[config.mk]
export PLATFORM = sky130hd
export DESIGN_NAME = fetch_unit
export DESIGN_NICKNAME = d
export VERILOG_FILES = /design/src/rtl/fetch_unit.sv
export SDC_FILE = /design/constraint.sdc
export NUM_CORES = 1
export LEC_CHECK = 0
export ABC_AREA = 1
export ABC_CLOCK_PERIOD_IN_PS = 5550
export CAP_MARGIN = 20
export CORE_MARGIN = 3
export CORE_UTILIZATION = 35
export CTS_CLUSTER_SIZE = 40
export DETAILED_ROUTE_END_ITERATION = 7
export RECOVER_POWER = 25
export SLEW_MARGIN = 25
export SYNTH_ARGS = -nofsm -noshare
export SYNTH_HDL_FRONTEND = slang
export SYNTH_SLANG_ARGS = --single-unit
[constraint.sdc]
create_clock -name clk -period 5.55 [get_ports clk]
set_input_delay 1.11 -clock clk [delete_from_list [all_inputs] [get_ports clk]]
set_output_delay 1.11 -clock clk [all_outputs]
set_load 0.02 [all_outputs]
[src/rtl/fetch_unit.sv]
// fetch_unit -- instruction-fetch front end for the 5-stage core.
//
// Holds the fetch PC and issues in-order word requests to instruction memory
// over a valid/ready channel. Returned words go into a small prefetch FIFO
// together with their PC. The FIFO head is presented to the IF/ID register as
// {instr, pc, pc+4} with a valid/ready handshake. A branch redirect from MEM
// flushes the FIFO, restarts fetch at the new address and marks every
// in-flight response as stale so it is discarded on arrival.
//
// Ports
//   clk, rst_n         clock, asynchronous active-low reset
//   imem_req_valid_o   fetch request valid
//   imem_req_ready_i   imem accepts the request this cycle
//   imem_req_addr_o    word-aligned fetch address
//   imem_rsp_valid_i   response word valid (request order, latency >= 1)
//   imem_rsp_data_i    response instruction word
//   redirect_i         branch taken / flush, single-cycle pulse
//   redirect_pc_i      new fetch address (bits [1:0] ignored)
//   instr_valid_o      FIFO head valid
//   instr_ready_i      IF/ID accepts the head (low = stall)
//   instr_o            head instruction (NOP when empty)
//   pc_o               PC of head instruction (holds last value when empty)
//   pc_incr_o          pc_o + 4
module fetch_unit #(
  parameter logic [31:0] RESET_PC   = 32'h0000_0000,
  parameter int          FIFO_DEPTH = 4
) (
  input  logic        clk,
  input  logic        rst_n,
  output logic        imem_req_valid_o,
  input  logic        imem_req_ready_i,
  output logic [31:0] imem_req_addr_o,
  input  logic        imem_rsp_valid_i,
  input  logic [31:0] imem_rsp_data_i,
  input  logic        redirect_i,
  input  logic [31:0] redirect_pc_i,
  output logic        instr_valid_o,
  input  logic        instr_ready_i,
  output logic [31:0] instr_o,
  output logic [31:0] pc_o,
  output logic [31:0] pc_incr_o
);

  localparam int AW = $clog2(FIFO_DEPTH);
  localparam int CW = AW + 1;
  localparam logic [CW-1:0] DEPTH_C = CW'(FIFO_DEPTH);
  localparam logic [31:0]   NOP     = 32'h0000_0013;

  function automatic logic [31:0] f_pc_inc(input logic [31:0] pc);
    return pc + 32'd4;
  endfunction

  // Control state
  logic          r_run;
  logic [31:0]   r_fetch_pc;
  logic [31:0]   r_rsp_pc;
  logic [CW-1:0] r_count;
  logic [CW-1:0] r_inflight;
  logic [CW-1:0] r_stale;
  logic [AW-1:0] r_wptr;
  logic [AW-1:0] r_rptr;
  logic [31:0]   r_pc_hold;

  // Prefetch storage (data only, not reset)
  logic [31:0]   r_instr_mem [FIFO_DEPTH];
  logic [31:0]   r_pc_mem    [FIFO_DEPTH];

  logic [CW-1:0] w_live;
  logic [CW:0]   w_occ;
  logic          w_req_valid;
  logic          w_fire;
  logic          w_push;
  logic          w_pop;
  logic          w_empty;
  logic [31:0]   w_redir_pc;
  logic [31:0]   w_pc_head;

  // Live responses are those still destined for the FIFO; together with the
  // current occupancy they must fit, so a push never finds the FIFO full.
  assign w_live      = r_inflight - r_stale;
  assign w_occ       = {1'b0, r_count} + {1'b0, w_live};
  // r_run keeps requests off during reset and for the first cycle after it.
  assign w_req_valid = r_run && !redirect_i && (r_inflight < DEPTH_C)
                       && (w_occ < {1'b0, DEPTH_C});
  assign w_fire      = w_req_valid && imem_req_ready_i;

  assign w_empty     = (r_count == '0);
  // A response is kept only when nothing stale is ahead of it and no redirect
  // is flushing the path this cycle.
  assign w_push      = imem_rsp_valid_i && (r_stale == '0) && !redirect_i;
  // A pop during a redirect belongs to the flushed path and is void.
  assign w_pop       = !w_empty && instr_ready_i && !redirect_i;

  assign w_redir_pc  = redirect_pc_i & 32'hFFFF_FFFC;

  assign w_pc_head   = w_empty ? r_pc_hold : r_pc_mem[r_rptr];

  assign imem_req_valid_o = w_req_valid;
  assign imem_req_addr_o  = r_fetch_pc;
  assign instr_valid_o    = !w_empty;
  assign instr_o          = w_empty ? NOP : r_instr_mem[r_rptr];
  assign pc_o             = w_pc_head;
  assign pc_incr_o        = f_pc_inc(w_pc_head);

  // Control registers: fetch PC, response PC, counters, pointers
  always_ff @(posedge clk or negedge rst_n) begin
    if (!rst_n) begin
      r_run      <= 1'b0;
      r_fetch_pc <= RESET_PC;
      r_rsp_pc   <= RESET_PC;
      r_count    <= '0;
      r_inflight <= '0;
      r_stale    <= '0;
      r_wptr     <= '0;
      r_rptr     <= '0;
      r_pc_hold  <= '0;
    end else begin
      r_run     <= 1'b1;
      r_pc_hold <= w_pc_head;
      if (redirect_i) begin
        // Everything still outstanding after this cycle's response (which is
        // itself dropped) belongs to the old path.
        r_fetch_pc <= w_redir_pc;
        r_rsp_pc   <= w_redir_pc;
        r_count    <= '0;
        r_wptr     <= '0;
        r_rptr     <= '0;
        r_inflight <= r_inflight - CW'(imem_rsp_valid_i);
        r_stale    <= r_inflight - CW'(imem_rsp_valid_i);
      end else begin
        if (w_fire) begin
          r_fetch_pc <= f_pc_inc(r_fetch_pc);
        end
        r_inflight <= r_inflight + CW'(w_fire) - CW'(imem_rsp_valid_i);
        if (imem_rsp_valid_i && (r_stale != '0)) begin
          r_stale <= r_stale - CW'(1);
        end
        if (w_push) begin
          r_wptr   <= r_wptr + AW'(1);
          r_rsp_pc <= f_pc_inc(r_rsp_pc);
        end
        if (w_pop) begin
          r_rptr <= r_rptr + AW'(1);
        end
        r_count <= r_count + CW'(w_push) - CW'(w_pop);
      end
    end
  end

  // FIFO write port
  always_ff @(posedge clk) begin
    if (w_push) begin
      r_instr_mem[r_wptr] <= imem_rsp_data_i;
      r_pc_mem[r_wptr]    <= r_rsp_pc;
    end
  end

endmodule

# == Word-level counts from Yosys, hierarchy flattened ==
# Memories as Yosys holds them, arrays and structs flattened.
# Cells that the tools add are included.
# totals
ff_bits,110
mem_count,2
ram_bits,256
output_inout_bits,130
elab_cells,60
# mem_list
name,words,word_bits,read_ports,rd_ports_with_merged_regs,write_ports,line_no,rtl
r_instr_mem,4,32,1,0,1,65,logic [31:0] r_instr_mem [FIFO_DEPTH];
r_pc_mem,4,32,1,0,1,66,logic [31:0] r_pc_mem [FIFO_DEPTH];
# classes
magnitude_cmp,2
addsub,13
n_mux,16
n_reduce_logical,18
# ops
operator,n
32-bit 2-to-1 mux,6
"32-bit by 3-bit adder with 32-bit output, second input constant",3
3-bit 2-to-1 mux,4
1-bit logical AND,9
3-bit by 1-bit subtractor with 3-bit output,3
2-bit 2-to-1 mux,4
2-bit nonzero test,4
3-bit by 1-bit adder with 3-bit output,2
3-bit zero test,2
"2-bit by 1-bit adder with 2-bit output, second input constant",2
3-bit by 3-bit adder with 4-bit output,1
"4-bit by 3-bit < comparator with 1-bit output, second input constant",1
"3-bit < comparator, second input constant",1
3-bit nonzero test,1
"3-bit by 1-bit subtractor with 3-bit output, second input constant",1
3-bit subtractor,1
1-bit zero test,2
1-bit 2-to-1 mux,2

# == Longest topological paths before layout ==
# logic_depth
depth_word,8
ltp_mapped,20

# == Least setup slack after synthesis ==
# Ideal clock, no wire load.
# synth_timing
kind,input-to-reg
startpoint,input port imem_rsp_valid_i
endpoint,"memory r_instr_mem[0][0], enable pin"
path_slack_ns,0.510
t_required_ns,5.068
setup_time_ns,0.482
cell_stages,7
arrival_time_ns,4.557
path_cell_list,inv_1 -> nor3_2 -> inv_1 -> nor2_2 -> inv_1 -> clkbuf_1 -> nor2_1
# synth_via
elab_chain_len,4
# synth_lines
item,line_no,rtl
start: declaration,33,"input logic imem_rsp_valid_i,"
1-bit logical AND (2 in a row),90,assign w_push = imem_rsp_valid_i && (r_stale == '0) && !redirect_i;
1-bit 2-to-1 mux,152,if (w_push) begin
1-bit 2-to-1 mux (implied by the code),153,r_instr_mem[r_wptr] <= imem_rsp_data_i;
end: declaration,65,
# Every way passes these cells.

# == Final worst setup path ==
# layout_timing
startpoint,register r_rptr[0]
endpoint,output port pc_incr_o[16]
# layout_via
elab_chain_len,3
# layout_lines
item,line_no,rtl
start: declaration,61,logic [AW-1:0] r_rptr;
start signal: assignment,143,r_rptr <= r_rptr + AW'(1);
memory 4 x 32 bit,-,
32-bit 2-to-1 mux,96,assign w_pc_head = w_empty ? r_pc_hold : r_pc_mem[r_rptr];
32-bit by 3-bit adder with 32-bit output,50,return pc + 32'd4;
end: declaration,41,output logic [31:0] pc_incr_o
# Every way passes these cells.

==> results_dict.tcl <==
set metrics [dict create \
    synthAdderAreaFrac 0.0167 \
    syn_inst 1859 \
    crit_chain "inv_4 > nand2_1 > nand3_1 > nand2_1 > nand2_1 > nand2_1 > ha_1 > nand3_2 > nor2_2 > nand2_1 > xor2_1 > clkdlybuf4s50_1" \
    setup_viol 0 \
    final_common_cell "nand2_1" \
    cts_resized 0 \
    synth-main-ff-cell "edfxtp_1" \
    cts_sinks 354 \
    whs_path_depth 2 \
    num_rows 80 \
    dp_hpwl_um 31300 \
    synthSimpleGateAreaFrac 0.237 \
    initial_core_util 0.357 \
    synth_top_family_by_area "simple AND/OR/NAND/NOR gates" \
    p_clk_frac 0.227 \
    seqPwrFrac 0.306 \
    cap_violations 0 \
    hp-class "flop to flop" \
    final_max_slew_viol_count 0 \
    path_max_fanout 54 \
    route.detailed.drc 0 \
    antenna_left 0 \
    whs_ns 0.502 \
    wl_per_cell_um 16.9 \
    grt_remaining_overflow 0 \
    clk_latency_ns 0.55 \
    synth_seq_cells 354 \
    io_buffers 195 \
    end_kind "output pin" \
    drtPass1Iterations 5 \
    clock-skew-final_ns 0.0316 \
    finalCriticalPeriod_ns 5.15 \
    cts_max_level 2 \
    cts_tree "yes" \
    worstSetupPathType "flop to output pin" \
    ys_types 47 \
    status "completed" \
    relSlewSlack 0.437 \
    grt_pass1_wl_um 71500 \
    rsz0062_at_grt "false" \
    synth_edf_count 248 \
    cp_num_cells 12 \
    power.switching_mw 4.69 \
    p_comb_frac 0.466 \
    setup_tns_ns 0 \
    start_kind "flop" \
    final_net_count 2149 \
    p_int_mw 6.64 \
    cts_hold_buffers 0 \
    post_cts_buffers 0 \
    grt_max_degree 75 \
    path_common_cell "nand2_1" \
    cellLeakagePower_nw 8.61 \
    avgSynthCellArea_um2 9.22 \
    synth-xor-area-share 0.0261 \
    cts_buffers 41 \
    dieArea_um2 51600 \
    grt_antenna_before_repair 1 \
    fin_crit_sh 0.928 \
    hold_violations 0 \
    power.density_nw_per_um2 538 \
    cts.clk_slew.worst_paths_ns 0.06 \
    vdd_ir_drop_max_mv 0.237 \
    mostFrequentLayoutCells "nand2_1 (502), nor2_1 (249), edfxtp_1 (248), inv_1 (203), clkdlybuf4s50_1 (186)" \
    maxClockFrequency_ghz 0.194 \
    routed_wl_um 45700 \
    post_drt_via_cell_ratio 4.80 \
    yosysWarnings 0 \
    critical-path-top-delay-family "simple AND/OR/NAND/NOR gates" \
    switching_share 0.414 \
    syn2layout_area_growth_pct 23.0 \
    core_area_um2 48000 \
    rr_worst_depth 20 \
    synthMuxAreaShare 0 \
    ys_seq_area_frac 0.590 \
    place.gp.congestion 0.852 \
    drive_gt1_frac 0.0727 \
    root_buffer "clkbuf_16" \
    grt_util_all_layers 0.177 \
    drtIter0Drc 837 \
    io_pins 200 \
    grt_pass1_vias 12600 \
    synth_area_um2 17100 \
    crit_buf_inv 2 \
    die_y_um 227 \
    critical-path-max-stage-delay_ns 0.86 \
    synthArstFlopShare 0.299 \
    synth_compound_area_frac 0.0592 \
    via_count 13000 \
    clock_path_buffers 3 \
    crit_slowest_cell "dfrtp_4" \
    required_ns 4.44 \
    arrival_ns 4.04 \
    die_x_um 227 \
    worst_pin_slew_ns 0.844 \
]
[final timing paths]
| check | from | end | slack, ns |
|---|---|---|---|
| max | r_rptr[0] | pc_incr_o[16] | 0.40 |
| min | r_pc_hold[1] | r_pc_hold[1] | 0.50 |
| max reg2reg | r_inflight[0] | r_inflight[2] | 1.60 |
| min reg2reg | r_pc_hold[1] | r_pc_hold[1] | 0.50 |
| max in group asynchronous | rst_n | r_count[2] | 3.98 |
| min in group asynchronous | rst_n | imem_req_addr_o[8] | 0.56 |
[synth_stat cells, types with 5 or more instances]
master | n | area (um^2)
ha_1 | 18 | 225
nand2_1 | 502 | 1880
clkbuf_1 | 22 | 82.6
or2_2 | 16 | 100
xnor2_1 | 13 | 114
a21oi_1 | 42 | 210
o221ai_1 | 8 | 70.1
buf_2 | 26 | 130
xor2_1 | 38 | 333
buf_6 | 10 | 113
inv_1 | 203 | 762
buf_4 | 10 | 75.1
nor2_1 | 253 | 950
inv_2 | 6 | 22.5
dfrtp_1 | 106 | 2650
nor2_2 | 10 | 62.6
nand4_1 | 18 | 113
o21ai_0 | 84 | 420
nand3b_1 | 5 | 37.5
nor2_4 | 6 | 67.6
o211ai_1 | 18 | 135
buf_1 | 5 | 18.8
nor3_1 | 14 | 70.1
o21bai_1 | 7 | 52.6
nand2_2 | 13 | 81.3
nand3_1 | 126 | 631
edfxtp_1 | 248 | 7450
[layout make-up]
class | count | area [um^2]
diodes | 1 | 2.50
clock buffers | 53 | 1110
clock inverters | 22 | 164
fillers | 4618 | 27000
inverters | 211 | 795
multi-input cells | 1222 | 5850
flip-flops and latches | 354 | 10100
well taps | 615 | 769
repair buffers | 228 | 2270
[cell families (layout without fill, tap and decap cells)]
family	Yosys count	after routing
other	2	4
adders and majority gates	21	21
xor gates and xnor gates	51	51
buffers and inverters	284	514
DFF	354	354
AOI/OAI and AO/OA	176	176
and+or+nand+nor	971	971
[through the flow]
step	cells	cell area [um^2]	setup WS (ns)	total power [mW]	utilization
after global routing	2706	21100	0.0223	12.1	0.439
after detailed placement	2630	19800	0.899	8.85	0.412
after global placement	2630	19800	0.972	8.80	0.412
final	2706	21100	0.401	11.3	0.439
after CTS	2705	21100	0.308	11.5	0.438
after floorplan	1860	17100	0.510	6.60	-
[worst register-to-register path, delay by kind of cell (launching register included)]
kind,cells,cell delay [ns]
XOR/XNOR,3,0.50
flip-flops,1,0.38
buffers and inverters,4,0.38
AND/OR/NAND/NOR,7,0.95
adder cells (fa/ha/maj),6,1.60
[state kept, by name, summed over array words and instances (netlist names)]
register,count
r_rsp_pc,30
r_run,1
r_pc_hold,32
r_inflight,3
r_wptr,2
r_pc_mem,120
r_rptr,2
imem_req_addr_o,30
r_stale,3
r_count,3
r_instr_mem,128
[routing by layer]
metal / wire length, um / global-route usage
met2: 21400 / 0.287
met1: 21000 / 0.250
met4: 873 / 0.0464
met3: 2390 / 0.0284
met5: 0 / 0
[power groups by stage]
stage | Combinational (mW) | Clock [mW] | Sequential [mW]
finish | 5.28 | 2.58 | 3.47
global route | 5.79 | 2.76 | 3.51
CTS | 5.35 | 2.65 | 3.47
detailed placement | 5.33 | 0 | 3.52
global placement | 5.29 | 0 | 3.51
floorplan | 3.16 | 0 | 3.45
Note: power is estimated with default switching activity, not from simulation.
==> patch 1: new RTL, same settings <==
`r_pc_hold` no longer has a reset.
--- a/src/rtl/fetch_unit.sv
+++ b/src/rtl/fetch_unit.sv
@@ -115,6 +115,4 @@
       r_rptr     <= '0;
-      r_pc_hold  <= '0;
     end else begin
       r_run     <= 1'b1;
-      r_pc_hold <= w_pc_head;
       if (redirect_i) begin
@@ -149,2 +147,6 @@
 
+  always_ff @(posedge clk) begin
+    r_pc_hold <= w_pc_head;
+  end
+
   // FIFO write port
Behaviour: differs if rst_n is asserted again (counterexample within 4 cycles, from zero or initial values and one cycle with rst_n low); with rst_n held inactive, the same outputs for 4 cycles.
==> patch 1 against the original RTL <==
Routed wire length is 0.85% lower; area after synthesis is 0.93% lower; sequential share of layout area is 0.11 points lower; global-route usage is 0.14 points lower; total power hardly changed; setup slack better by 0.061 ns; sequential power hardly changed; fmax is 1.2% higher; clock skew is 0.017 ns lower; critical endpoint is now pc_incr_o[27]; critical path type unchanged; final cell count is 0.52% lower; the flow now finishes with violations (capacitance limit, slew limit); design area is 1.4% lower; sequential cell count stayed put.
==> patch 1: results (changes against the original RTL) <==
Cell Count Post-Placement 2618 (-0.46%); final worst-path setup slack 0.462 ns (+0.0612 ns); number of global-route vias before repair 12500 (-1.1%); wire length on met1 20400 µm (-3.0%); leakage 8.40 nW (-2.5%); clock network area share 0.0612 (+0.000591); Post-Syn Area per Cell 9.13 µm² (-0.93%); GR Util met2 0.289 (+0.00178); grt met1 use 0.240 (-0.00984); M3 GR Usage 0.0326 (+0.00426); Non-clock buffers 216 (-5.3%); Async SR Flop Fraction 0.209 (-0.0904); Signal buf overhead 0.103 (-0.00442); total CTS buffers 40 (-2.4%); wire per inst 16.8 µm (-0.33%); largest net degree at the start of global routing 83 (+11%); status complete, but fails checks; final hold slack 0.439 ns (-0.0635 ns); Initial DRC Count 835 (-0.24%); metal2 WL 21300 µm (-0.32%); Routability Congestion 0.882 (+3.5%); Worst setup endpoint pc_incr_o[27]; worst-path fanout max 49 (-9.3%); Area after DPL 19500 µm² (-1.4%); Hold EP r_pc_hold[1]; Finished Layout Cells 2692 (-0.52%); Seq area share 0.478 (-0.00112); Yosys cell types 48 (+2.1%); sequential element share of the synthesized area 0.586 (-0.00387); dpl hpwl 29700 µm (-5.1%); clock skew 0.0143 ns (-0.0173 ns); count of pins over their slew limit 48 (+48); Max-slew headroom -0.800 (-1.24); critical path data arrival time 3.98 ns (-0.06 ns); FILL cells 4582 (-0.78%); met3 wire length 2670 µm (+12%); n_diodes 2 (+1); layout cells sized above 1 0.0670 (-0.00574); failing checks capacitance limit, slew limit; worst hold start r_pc_hold[1]; max-cap violation count 1 (+1); pwr dens 545 nW/µm² (+1.4%); global-route usage over all layers 0.176 (-0.00142); first-pass GRT wire length 70100 µm (-2.0%); antenna violations before repair 3 (+2)
==> patch 1: cell families after synthesis <==
logic type | share of synthesized area
and+or+nand+nor | 0.240
DFF | 0.586
buffers and inverters | 0.0715
AOI/OAI and AO/OA | 0.0597
xor gates and xnor gates | 0.0263
adders and majority gates | 0.0168
other | 0.000443
==> patch 1: power groups by stage <==
stage	logic [mW]	registers [mW]	clock network, mW
after floorplan	3.15	3.45	0
after global placement	5.29	3.50	0
after detailed placement	5.32	3.51	0
after CTS	5.35	3.46	2.65
after global routing	5.77	3.51	2.76
final	5.30	3.47	2.57
==> patch 1: worst max-delay path: stages (launching register included) <==
cell	delay (ns)
dfrtp_4	0.77
inv_4	0.31
buf_4	0.40
nand2_1	0.12
nand3_1	0.07
nand2_1	0.14
nand2_1	0.07
nand2_1	0.24
nand2_1	0.11
nor2_1	0.14
nand2_1	0.07
nor2_1	0.18
nand3_1	0.10
nand2_1	0.09
clkdlybuf4s50_1	0.60
==> patch 2: new RTL, config.mk and constraints unchanged <==
Without the edit above. Set the parameter `FIFO_DEPTH` to 2 (it was 4).
--- a/src/rtl/fetch_unit.sv
+++ b/src/rtl/fetch_unit.sv
@@ -25,3 +25,3 @@
   parameter logic [31:0] RESET_PC   = 32'h0000_0000,
-  parameter int          FIFO_DEPTH = 4
+  parameter int          FIFO_DEPTH = 2
 ) (
Check against the original RTL: not equivalent (a bounded check fails within 4 cycles, from zero or initial values and one cycle with rst_n low).
==> patch 2 against the original RTL <==
The run now ends with capacitance limit, slew limit left; design area shrank 29%; sequential cell count shrank 129; critical path depth grew 1; largest power group unchanged; total power shrank 38%; setup slack gained 0.62 ns; area after synthesis shrank 32%; routed wire length shrank 30%; core utilization grew 1.6 points.
==> patch 2: results (changes against the original RTL) <==
status complete, but fails checks; failing checks capacitance limit, slew limit; layout cells sized above 1 0.0763 (+0.00352); EDFF count, synth 124 (-50%); final hold slack 0.524 ns (+0.0213 ns); # port buffers 195 (unchanged); count of pins over their slew limit 63 (+63); antenna violations before repair 0 (-1); CP Launch Point r_rptr; reg-to-reg slack, setup 2.33 ns (+0.73 ns); worst-path fanout max 32 (-41%); nets@finish 1661 (-23%); largest registers r_instr_mem x64, r_pc_mem x60, r_pc_hold x32; Routability Congestion 0.915 (+7.4%); global-route usage over all layers 0.175 (-0.00250); max-cap violation count 1 (+1); FILL cells 3146 (-32%); FF-to-FF Start r_inflight[0]; Gates resized, CTS repair 0 (unchanged); top_reg_cell synth edfxtp_1; Worst Reg2Reg Path Length in Cells 12 (-40%); clock skew 0.0134 ns (-0.0182 ns); Hold WC Path Type flip-flop to flip-flop; synth warn 0 (unchanged); wirelength, routed 31900 µm (-30%); Initial DRC Count 519 (-38%); first-pass GRT wire length 50500 µm (-29%); Clk Latency, worst-skew pair 0.52 ns (-0.03 ns); worst r2r dst imem_req_addr_o[19]; n_diodes 0 (-1); Hold EP r_pc_hold[0]; number of global-route vias before repair 9216 (-27%); dpl hpwl 23100 µm (-26%); worst hold path depth 2 (unchanged); largest net degree at the start of global routing 63 (-16%); critical path data arrival time 3.42 ns (-0.62 ns); H-tree levels 1 (-1); clock slew at reported path FFs 0.06 ns (about the same); Max-slew headroom -1.48 (-1.92); worst hold start r_pc_hold[0]; Max clock buf depth 3 (unchanged); Yosys cell types 39 (-17%); Post-CTS Setup Inserts 0 (unchanged); 1st-pass router iterations 4 (-1); clock root buffer clkbuf_16; peak supply drop 218 µV (-7.9%); Commonest cells post-synth 544 x nand2_1, 124 x edfxtp_1, 118 x nor2_1; DR vias 9672 (-26%); Async SR Flop Fraction 0.449 (+0.149); total CTS buffers 26 (-37%); sequential element share of the synthesized area 0.533 (-0.0567); top cells by area, synth edfxtp_1 32%, dfrtp_1 22%, nand2_1 17%; leakage 6.13 nW (-29%)
[patch 2: cell types whose count changed after synthesis, moves of 8 or more]
cell	unedited run	this run
nand2_1	502	544
ha_1	18	10
nand2_2	13	27
o21ai_0	84	21
inv_1	203	101
nor2_1	253	118
buf_2	26	6
edfxtp_1	248	124
or2_2	16	5
nand3_1	126	82
[patch 2: cell families after synthesis]
family	after synthesis	synth area share
flip-flops	225	0.533
adder cells (fa/ha/maj)	11	0.0124
AO/OA/AOI/OAI	107	0.0542
buffers and inverters	154	0.0612
AND/OR/NAND/NOR	835	0.299
XOR/XNOR	53	0.0402
other	2	0.000640
[patch 2: worst max-delay path, stage by stage, from the launching register on]
cell and delay (ns):
dfrtp_2 0.54, buf_4 0.32, buf_4 0.40, nand2_1 0.09, nand2_1 0.09, nand2_1 0.06
nand2_2 0.19, nand2_1 0.09, nor2_1 0.17, nand2_1 0.07, nor2_1 0.15, nand3_1 0.08
nand2_1 0.07, clkdlybuf4s50_1 0.59
[patch 2: cell type report]
cell class / count / share of cell area
sequential: 225 / 0.419
multi-input combinational: 1009 / 0.321
timing repair buffer: 210 / 0.138
clock buffer: 35 / 0.0487
tap: 442 / 0.0371
inverter: 108 / 0.0280
clock inverter: 13 / 0.00781
[patch 2: worst max path at each step]
stage | to | slack [ns] | cells after the start
floorplan | r_instr_mem[1][0] | 0.67 | 5
global placement | pc_incr_o[27] | 1.51 | 13
detailed placement | pc_incr_o[27] | 1.51 | 13
CTS | pc_incr_o[27] | 0.95 | 13
global route | pc_incr_o[28] | 0.74 | 13
finish | pc_incr_o[27] | 1.02 | 13
[patch 2: per-stage QoR]
| step | cells | setup WS [ns] | power, mW | instance area, µm² |
|---|---|---|---|---|
| after floorplan | 1388 | 0.666 | 4.15 | 11700 |
| after global placement | 1994 | 1.51 | 5.38 | 14100 |
| after detailed placement | 1994 | 1.51 | 5.43 | 14100 |
| after CTS | 2042 | 0.954 | 7.11 | 14900 |
| after global routing | 2042 | 0.739 | 7.48 | 14900 |
| final | 2042 | 1.02 | 7.03 | 14900 |
[patch 2: layer usage]
layer  vias up  track usage  share of wire  wire [µm]
met5         -            0              0          0
met3        48       0.0285          0.059       1880
met1      4471        0.254           0.47      15100
met2       291        0.273           0.45      14200
met4         0       0.0433          0.023        722
li1       4862            -              -          -
[patch 2: where the power goes]
| part | switching [mW] | internal [mW] | total, mW |
|---|---|---|---|
| logic | 1.88 | 1.17 | 3.05 |
| clock network | 0.653 | 1.01 | 1.66 |
| registers | 0.246 | 2.07 | 2.32 |
